===== src/rtl/seq_controller.sv =====
// rtl/seq_controller.sv - sequenced instruction decoder with run FSM, load stalls, program index and cycle counter
module seq_controller #(
  parameter int MEM_LAT   = 2,
  parameter int NUM_PROGS = 3,
  parameter int CNT_W     = 16,
  localparam int PW       = (NUM_PROGS > 1) ? $clog2(NUM_PROGS) : 1
) (
  input  logic             clk,
  input  logic             rst_n,
  input  logic             start,
  input  logic             instr_valid,
  input  logic [2:0]       opcode,
  input  logic [1:0]       branch_bits,
  output logic             wr_en,
  output logic             sub,
  output logic             alu_src,
  output logic             shift_left,
  output logic             use_lut,
  output logic             mem_write,
  output logic             branch,
  output logic             sel_rd,
  output logic             alu_mem_sel,
  output logic             next_branch_selector,
  output logic [1:0]       alu_op,
  output logic [1:0]       branch_sel,
  output logic [1:0]       sel_rs,
  output logic             pc_en,
  output logic             pc_load,
  output logic [PW-1:0]    prog_idx,
  output logic             busy,
  output logic             done,
  output logic [CNT_W-1:0] cycle_count
);

  localparam int WW = (MEM_LAT > 1) ? $clog2(MEM_LAT) : 1;
  localparam logic [WW-1:0] WAIT_INIT = WW'((MEM_LAT > 0) ? MEM_LAT - 1 : 0);

  typedef enum logic [2:0] {IDLE, LOAD, RUN, WAIT, DONE} state_t;

  state_t          state_q, state_d;
  logic [WW-1:0]   wait_cnt_q;
  logic            done_q;
  logic [PW-1:0]   prog_idx_q;
  logic [CNT_W-1:0] cnt_q;

  logic dec_wr_en, dec_branch, dec_nbs, dec_mem_write, halt;
  logic issue, wait_exit, is_load, stall, halting;

  // Raw decode, independent of FSM state
  always_comb begin
    dec_wr_en     = 1'b1;
    if (opcode == 3'b001 || opcode == 3'b010) dec_wr_en = 1'b0;
    else if (opcode == 3'b011)                dec_wr_en = ~branch_bits[1];
    sub           = (opcode == 3'b010) & ~branch_bits[1];
    alu_src       = (opcode[2:1] == 2'b00);
    sel_rd        = (opcode[2:1] == 2'b00);
    shift_left    = branch_bits[1];
    use_lut       = branch_bits[0];
    dec_branch    = (opcode == 3'b010);
    alu_mem_sel   = (opcode == 3'b011) & ~branch_bits[1];
    dec_nbs       = (dec_branch & ~&branch_bits) | (opcode == 3'b001);
    dec_mem_write = (opcode == 3'b011) & (branch_bits == 2'b10);
    halt          = (opcode == 3'b011) & (branch_bits == 2'b11);
    branch_sel    = branch_bits;
    case (opcode)
      3'b110:  alu_op = 2'b01;
      3'b101:  alu_op = 2'b10;
      3'b100:  alu_op = 2'b11;
      default: alu_op = 2'b00;
    endcase
    case (opcode)
      3'b100:                 sel_rs = 2'b01;
      3'b101, 3'b110, 3'b111: sel_rs = 2'b00;
      3'b010, 3'b011:         sel_rs = 2'b10;
      default:                sel_rs = 2'b11;
    endcase
  end

  always_comb begin
    state_d   = state_q;
    wait_exit = (state_q == WAIT) && (wait_cnt_q == '0);
    issue     = ((state_q == RUN) && instr_valid) || wait_exit;
    is_load   = issue && (opcode == 3'b011) && (branch_bits == 2'b00);
    stall     = (state_q == RUN) && is_load && (MEM_LAT > 0);
    halting   = (state_q == RUN) && issue && halt;
    case (state_q)
      IDLE:    if (start) state_d = LOAD;
      LOAD:    state_d = RUN;
      RUN: begin
        if (stall)        state_d = WAIT;
        else if (halting) state_d = DONE;
      end
      WAIT:    if (wait_exit) state_d = RUN;
      DONE:    if (start) state_d = LOAD;
      default: state_d = IDLE;
    endcase
  end

  // Strobes that change architectural state only fire on an issuing cycle
  assign wr_en                = dec_wr_en & issue & ~stall;
  assign pc_en                = issue & ~stall & ~halting;
  assign mem_write            = dec_mem_write & issue;
  assign branch               = dec_branch & issue;
  assign next_branch_selector = dec_nbs & issue;
  assign pc_load              = (state_q == LOAD);
  assign busy                 = (state_q == LOAD) || (state_q == RUN) || (state_q == WAIT);
  assign done                 = done_q;
  assign prog_idx             = prog_idx_q;
  assign cycle_count          = cnt_q;

  always_ff @(posedge clk or negedge rst_n) begin
    if (!rst_n) begin
      state_q    <= IDLE;
      wait_cnt_q <= '0;
      done_q     <= 1'b0;
      prog_idx_q <= '0;
      cnt_q      <= '0;
    end else begin
      state_q <= state_d;
      if (stall)
        wait_cnt_q <= WAIT_INIT;
      else if (state_q == WAIT && wait_cnt_q != '0)
        wait_cnt_q <= wait_cnt_q - 1'b1;
      if (halting) begin
        done_q     <= 1'b1;
        prog_idx_q <= (prog_idx_q == PW'(NUM_PROGS - 1)) ? '0 : prog_idx_q + 1'b1;
      end else if (state_q == DONE && start) begin
        done_q <= 1'b0;
      end
      if (state_q == LOAD)
        cnt_q <= '0;
      else if ((state_q == RUN || state_q == WAIT) && cnt_q != {CNT_W{1'b1}})
        cnt_q <= cnt_q + 1'b1;
    end
  end

endmodule


===== config.mk =====
export PLATFORM = sky130hd
export DESIGN_NAME = seq_controller
export DESIGN_NICKNAME = d
export VERILOG_FILES = /design/src/rtl/seq_controller.sv
export SDC_FILE = /design/constraint.sdc
export NUM_CORES = 1
export LEC_CHECK = 0
export CAP_MARGIN = 20
export CORE_ASPECT_RATIO = 1.1
export CORE_UTILIZATION = 45
export DETAILED_ROUTE_END_ITERATION = 6
export PLACE_DENSITY = 0.77
export SETUP_SLACK_MARGIN = 0.02
export SLEW_MARGIN = 20
export SYNTH_ARGS = -nofsm -noshare
export SYNTH_HDL_FRONTEND = slang
export SYNTH_SLANG_ARGS = --single-unit

===== constraint.sdc =====
create_clock -name clk -period 3.62 [get_ports clk]
set_clock_uncertainty 0.05 [all_clocks]
set_input_delay 0.543 -clock clk [delete_from_list [all_inputs] [get_ports clk]]
set_output_delay 0.543 -clock clk [all_outputs]
set_load 0.01 [all_outputs]

Word-level counts from Yosys, hierarchy flattened
Cells that the tools add are included.

Word-level logic and storage cells: 86. Output and inout bits: 38. Input port bits: 9. Bits in registers: 23.

Reduce and logical (&&, ||, !) cells: 27. Equal/unequal tests: 18. Multiplexer cells: 16. Bitwise gates (word level): 17. Add/subtract/negate cells: 3.

Operators by type and width (number): $mux 16 (2); $add 16x1->16 const B (1); $ne 16x16->1 const B (1); $eq 3x3->1 const B (5); $and 1x1->1 (12); $eq 3x2->1 const B (4); $mux 3 (4); $pmux 2 s3 (2); $pmux 3 s4 (1); $logic_and 1x1->1 (10); $eq 2x2->1 const B (3); $eq 3x1->1 const B (2); $mux 1 (6); $reduce_bool 2->1 (3); $logic_or 1x1->1 (5); $logic_not 2->1 (2); $not 1->1 (4); $reduce_or 2->1 (2); $logic_not 3->1 (1); $ne 3x3->1 const B (1); $reduce_and 3->1 (1); $reduce_or 3->1 (1); $add 2x1->2 const B (1); $mux 2 (1); 6 further kinds (6).

Depth between registers and ports, before layout
Gate-level depths: netlist (run 1).

Word-level depth: 9. Mapped depth: 6. Depth with buffers taken out: 5.

Worst setup path after synthesis (run 1)
No wires, ideal clock.

Path kind: input to output. Start: input port opcode[1]. End: output port mem_write. Setup slack: 1.559 ns. Data required time: 3.027 ns. Buffers on the path: 1. Arrival: 1.468 ns. Stages on the path: 3. Path through: clkbuf_1 nand3b_1 nor4b_1.

Word-level cells in the longest chain between the ends: 3.

RTL lines: start: declaration (RTL line 12) `input logic [2:0] opcode,`; $eq 3x2->1 (RTL line 62) `dec_mem_write = (opcode == 3'b011) & (branch_bits == 2'b10);`; $and 1x1->1 (RTL line 62); $and 1x1->1 (RTL line 102) `assign mem_write = dec_mem_write & issue;`; end: declaration (RTL line 19) `output logic mem_write,`.

Every way passes these cells.

Worst setup path in the final report (run 1)
Start: register state_q[1]. End: output port mem_write.

Word-level cells in the longest chain between the ends: 4. Elaborated cells between the ends (all ways): 6. Classes of those cells: eq/ne: 2; bitwise: 1; reduce/logical: 3.

RTL lines: start: declaration (RTL line 40) `state_t state_q, state_d;`; start signal: assignment (RTL line 119) `state_q <= state_d;`; $eq 3x2->1, on equally long branches (RTL line 82, 81); $logic_and 1x1->1, on equally long branches (RTL line 82, 81); $logic_or 1x1->1 * (RTL line 82) `issue = ((state_q == RUN) && instr_valid) || wait_exit;`; $and 1x1->1 * (RTL line 102).

Every way passes the cells marked *; elsewhere a longest branch is shown, timed or not.

==> results of run 1 <==
state kept, by name (all words and copies together), names as in the netlist:
name / cells
cycle_count: 16
state_q: 3
prog_idx: 2
done: 1
wait_cnt_q: 1
placed cells by master, fill, tap and decap left out, drive strengths merged, types with 3 or more instances in the layout:
cell type	n
nand2	15
inv	5
nor3	7
a21oi	22
dfrtp	23
nand3	8
nor2	11
o21ai	5
clkdlybuf4s50	45
o31ai	7
clkbuf	3
and3	4
or4	6
nand2b	5
and4	4
mux2i	3
or3	3
nand4	6
layout make-up:
cell class / instances / area, µm² / area share
clock buffers: 3 / 22.5 / 0.0113
clock inverters: 1 / 5.00 / 0.00250
inverters: 5 / 21.3 / 0.0106
multi-input cells: 132 / 866 / 0.433
flip-flops and latches: 23 / 576 / 0.288
well taps: 36 / 45.0 / 0.0225
repair buffers: 47 / 463 / 0.232
routing by layer:
metal | wire length, µm | vias up | GRT usage
met5 | 0 | - | 0
met4 | 41 | 0 | 0.0833
met3 | 104 | 6 | 0.0226
met2 | 2010 | 28 | 0.379
met1 | 1690 | 771 | 0.276
li1 | - | 726 | -
kinds of logic after synthesis:
kind of cell,after synthesis,synth area share
compound gates,46,0.196
fa+ha+maj,1,0.00805
flops,23,0.370
mux,5,0.0338
xor+xnor,1,0.00564
simple gates,79,0.314
buf+inv,19,0.0725
power groups by stage:
stage                     sequential, W  combinational, W  clock, W
after floorplan                0.000394          0.000245         0
after global placement         0.000404          0.000420         0
after detailed placement       0.000409          0.000434         0
after CTS                      0.000404          0.000436  0.000129
after global routing           0.000415          0.000469  0.000136
final                          0.000405          0.000431  0.000126
worst paths after layout:
kind,end
min in group clk,done$_DFFE_PN0P_
worst max register to register,cycle_count[3]$_DFFE_PN0P_
worst min register to register,done$_DFFE_PN0P_
worst min-delay path,cycle_count[11]$_DFFE_PN0P_
max in group asynchronous,wait_cnt_q$_DFFE_PN0P_
worst max-delay path,mem_write
per-stage QoR:
| step | cell area, µm² | setup WS (ns) | cells |
|---|---|---|---|
| floorplan | 1550 | 1.56 | 174 |
| global placement | 1980 | 0.729 | 243 |
| detailed placement | 1980 | 0.689 | 243 |
| CTS | 2000 | 0.648 | 247 |
| global route | 2000 | 0.452 | 247 |
| finish | 2000 | 0.649 | 247 |
worst max-delay path: cells and delay by family, from the launching register on:
family                 cells  cell delay [ns]
AOI/OAI and AO/OA          1             0.25
buffers and inverters      1             0.59
DFF                        1             0.57
and+or+nand+nor            2             0.64
==> impl_metrics.yaml, run 1 <==
route:
  num_vias: 1531
  post_detailed_route_count_of_antenna_violating_nets: 0
  detail_route.wl_per_cell_um: 15.6
  detail_route.vias_per_cell: 6.20
  dr.pass1.iters: 6
  drt_iter0_drc: 65
  route.final.wire_length_um: 3840
  drc_errors: 4
synth:
  synthDominantCellAreaShare: 0.370
  synth.cell_area_um2: 1550
  yosysTopAreaCell: "dfrtp_1"
  synth.net_count: 184
  ranking_of_synthesized_cells_by_instance_count: "dfrtp_1, a21oi_1, nand2_1"
  leading_cell_type_by_number_of_instances_after_synthesis: "dfrtp_1"
  async_reset_ff_frac: 1.00
  postSynthRegisterBits: 23
  post_syn_area_per_cell_um2: 8.93
  synthFlopType: "dfrtp_1"
  synth_sequential_area_ratio: 0.370
  synthesis.instances: 174
  synth_edf_count: 0
  synthDistinctLibCells: 52
  yosysWarningCount: 0
  area_contributors_post_synth: "dfrtp_1, a21oi_1, nand2_1"
clocking:
  clk_pin_slew_ns: 0.14
  postCtsHoldBufs: 0
  cts.sinks: 23
  cts_root_buffer: "clkbuf_4"
  clkLatencyLatePin_ns: 0.33
  cts-resized-gates: 0
  max_buffers_root_to_sink: 2
  cts-buffers-inserted: 3
  cts_post_setup_buffers_inserted: 0
  htree_levels: 1
  cts_tree: "done"
sta:
  clock.fmax_mhz: 337
  fin_crit_ns: 2.97
  setup-tns-final_ns: 0
  final-hold-violation-count: 0
  final_max_slew_viol_count: 0
  period_share: 0.821
  rsz0062_at_grt: "no"
  worst_slew_pin_slew_ns: 0.756
  worst_slew_margin_rel: 0.491
  setup_violators_final: 0
  finalHoldWorstSlack_ns: 0.121
grt:
  grt_pass1_wl_um: 6420
  antenna_found_initial: 0
  overflow: 0
  grt_max_degree: 24
  first_global_vias: 1421
  grt.total_usage: 0.219
power:
  cellLeakagePower_nw: 0.792
  swShare: 0.391
  power_frac_clock: 0.131
  net-switching-power_w: 0.000377
  worst_vdd_ir_uv: 284
  power_w: 0.000962
  combinational_fraction_of_design_power: 0.448
  seq_power_share: 0.421
  cell_internal_pwr_w: 0.000586
  pwr_density_cell_nw_per_um2: 481
outcome:
  outcome: "complete, but fails checks"
  failing_checks: "design-rule violations"
critical_path:
  worst_path_largest_cell_delay_ns: 0.59
  cp.arrival_ns: 2.38
  timing.reg2reg.setup_slack_ns: 1.71
  path_cells: "nor2b_1 > o211ai_1 > nor4b_1 > clkdlybuf4s50_1"
  worst-r2r-cell-count: 5
  setup.worst_path.end_class: "output port"
  critical_path_required_ns: 3.03
  crit_fanout: 10
  worst_path_max_delay_cell: "clkdlybuf4s50_1"
  crit_path_start_kind: "flip-flop"
  worst_setup_path_startpoint: "state_q[1]$_DFFE_PN0P_"
  reg2reg_from: "state_q[0]$_DFFE_PN0P_"
  crit_type: "flip-flop to output port"
floorplan:
  placement_rows: 22
  core_area_um2: 3300
  floorplan.die_area_um2: 3690
  die_span_in_y_um: 63.6
  die_width_um: 58.0
  initial_core_util: 0.470
  top_level_ports: 47
placed_design:
  dp_wirelength_um: 2900
  place.port_buffers: 46
  gp_congestion: 0.935
run:
  drv.max_cap_violation_count: 0
cells_and_area:
  n_antenna_cell: 0
  nets: 222
  num-fill-cells: 296
  finish.utilization: 0.605
  layout-area-overhead-vs-synth_pct: 28.6
  layout-drive-gt1-share: 0.114
worst_hold_path:
  worstHoldPathType: "primary input to async pin"
(Power assumes the default switching activity.)
==> run 2, diff against run 1 <==
- clock period: 3.62 -> 2.9 ns (I/O delays scaled with it)
==> run 2 against run 1 <==
  * The run still ends with design-rule violations left
  * Flip-flop and latch count stayed put
  * Clock power is 21% higher
  * Count of clock-buffer cells in the layout stayed put
  * Non-clock buffer count is 4 higher
  * Core utilization is 1.1 points higher
  * Final cell count is 1.6% higher
  * Combinational power is 32% higher
  * First-iteration DRC count is 12% higher
==> impl_metrics.yaml, run 2 (synthesis gave the netlist of run 1 again) <==
sta:
  final_max_slew_viol_count: 0
  period_share: 0.919
  final-hold-violation-count: 0
  worst_slew_margin_rel: 0.511
  rsz0062_at_grt: "no"
  finalWorstSetupSlack_ns: 0.235
  setup-tns-final_ns: 0
  clock.fmax_mhz: 375
  setup_violators_final: 0
  fin_crit_ns: 2.67
  worst_slew_pin_slew_ns: 0.727
critical_path:
  cp.arrival_ns: 2.18
  reg2reg_from: "state_q[0]$_DFFE_PN0P_"
  worst-r2r-cell-count: 5
  setup.worst_path.end_class: "output port"
  crit_fanout: 12
  worst_path_largest_cell_delay_ns: 0.64
  crit_type: "flip-flop to output port"
  timing.reg2reg.setup_slack_ns: 1.01
  cp-endpoint: "pc_load"
  crit-reg2reg-capture: "cycle_count[13]$_DFFE_PN0P_"
  critical_path.top_delay_family: "buffers and inverters"
  path_depth: 3
  critical_path_required_ns: 2.41
  worst_setup_path_startpoint: "state_q[0]$_DFFE_PN0P_"
  path_cells: "or3b_2 > inv_1 > clkdlybuf4s50_1"
  crit_buf_inv: 2
  crit_path_start_kind: "flip-flop"
  worst_path_max_delay_cell: "dfrtp_1"
route:
  detail_route.wl_per_cell_um: 15.7
  num_vias: 1499
  detail_route.vias_per_cell: 5.97
  route.final.wire_length_um: 3940
  drt_iter0_drc: 73
  drc_errors: 3
  post_detailed_route_count_of_antenna_violating_nets: 0
  dr.pass1.iters: 7
clocking:
  max_buffers_root_to_sink: 2
  clk_pin_slew_ns: 0.14
  cts_post_setup_buffers_inserted: 0
  cts-buffers-inserted: 3
  cts_root_buffer: "clkbuf_4"
  htree_levels: 1
  cts_tree: "done"
  cts.sinks: 23
  clkLatencyLatePin_ns: 0.32
cells_and_area:
  ff_latch_area_um2: 576
  finish.utilization: 0.616
  num-fill-cells: 305
  layout.cells.most_common: "clkdlybuf4s50_1"
  nets: 226
  n_antenna_cell: 0
  layout-drive-gt1-share: 0.130
  largest_reg_flops: 16
  multi_input_comb_area_um2: 868
  final_design_instance_area_without_fill_um2: 2040
  mostFrequentLayoutCells: "clkdlybuf4s50_1, dfrtp_1, a21oi_1, nand2_1, nor2_1"
  layout-area-overhead-vs-synth_pct: 31.0
floorplan:
  die_span_in_y_um: 63.6
  die_width_um: 58.0
  core_area_um2: 3300
  top_level_ports: 47
  floorplan.die_area_um2: 3690
  initial_core_util: 0.470
  placement_rows: 22
outcome:
  failing_checks: "design-rule violations"
  outcome: "complete, but fails checks"
placed_design:
  preCtsSetupSlack_ns: 0.265
  gp_congestion: 0.910
  place.port_buffers: 46
  dpl_cell_area_um2: 2010
  dp_wirelength_um: 3050
grt:
  overflow: 0
  grt_max_degree: 24
  antenna_found_initial: 0
  grt_pass1_wl_um: 6780
  grt.total_usage: 0.235
  first_global_vias: 1512
power:
  cell_internal_pwr_w: 0.000742
  power_frac_clock: 0.126
  worst_vdd_ir_uv: 387
  seq_power_share: 0.406
  net-switching-power_w: 0.000473
  power_w: 0.00122
  cellLeakagePower_nw: 0.812
  swShare: 0.389
  combinational_fraction_of_design_power: 0.468
  pwr_density_cell_nw_per_um2: 597
worst_hold_path:
  worstHoldPathType: "primary input to async pin"
run:
  drv.max_cap_violation_count: 0
[run 2: routing by layer]
| layer | GRT usage | vias up | part of all wire |
|---|---|---|---|
| met5 | 0 | - | 0 |
| met4 | 0.116 | 0 | 0.018 |
| met3 | 0.0226 | 9 | 0.028 |
| met2 | 0.424 | 36 | 0.54 |
| met1 | 0.271 | 726 | 0.42 |
| li1 | - | 728 | - |
[run 2: what timing repair did]
action / CTS / global route
hold buffers: 0 / 0
endpoints found under the setup margin: 0 / 2
resized for setup: 0 / 1
[run 2: cell type report]
type	count	share of cell area
multi-input cells	132	0.427
flip-flops and latches	23	0.283
repair buffers	51	0.245
well taps	36	0.0221
clock buffers	3	0.0111
inverters	5	0.0104
clock inverters	1	0.00246
[run 2: per-stage QoR]
step                hold slack [ns]  std cells
floorplan                    0.0894        174
global placement              0.416        247
detailed placement            0.422        247
CTS                           0.400        251
global route                  0.414        251
finish                        0.395        251
[run 2: power by group through the flow]
stage	clock, W	sequential, W	combinational, W
global route	0.000171	0.000506	0.000629
floorplan	0	0.000492	0.000306
CTS	0.000159	0.000493	0.000570
global placement	0	0.000492	0.000550
finish	0.000153	0.000493	0.000569
detailed placement	0	0.000500	0.000568
[run 2: worst min-delay path by stage]
stage | start | end | slack [ns] | cells past startpoint
after floorplan | rst_n | cycle_count[0]$_DFFE_PN0P_ | 0.09 | 0
after global placement | done$_DFFE_PN0P_ | done$_DFFE_PN0P_ | 0.42 | 1
after detailed placement | done$_DFFE_PN0P_ | done$_DFFE_PN0P_ | 0.42 | 1
after CTS | rst_n | cycle_count[11]$_DFFE_PN0P_ | 0.40 | 2
after global routing | rst_n | cycle_count[11]$_DFFE_PN0P_ | 0.41 | 2
final | rst_n | cycle_count[11]$_DFFE_PN0P_ | 0.40 | 2
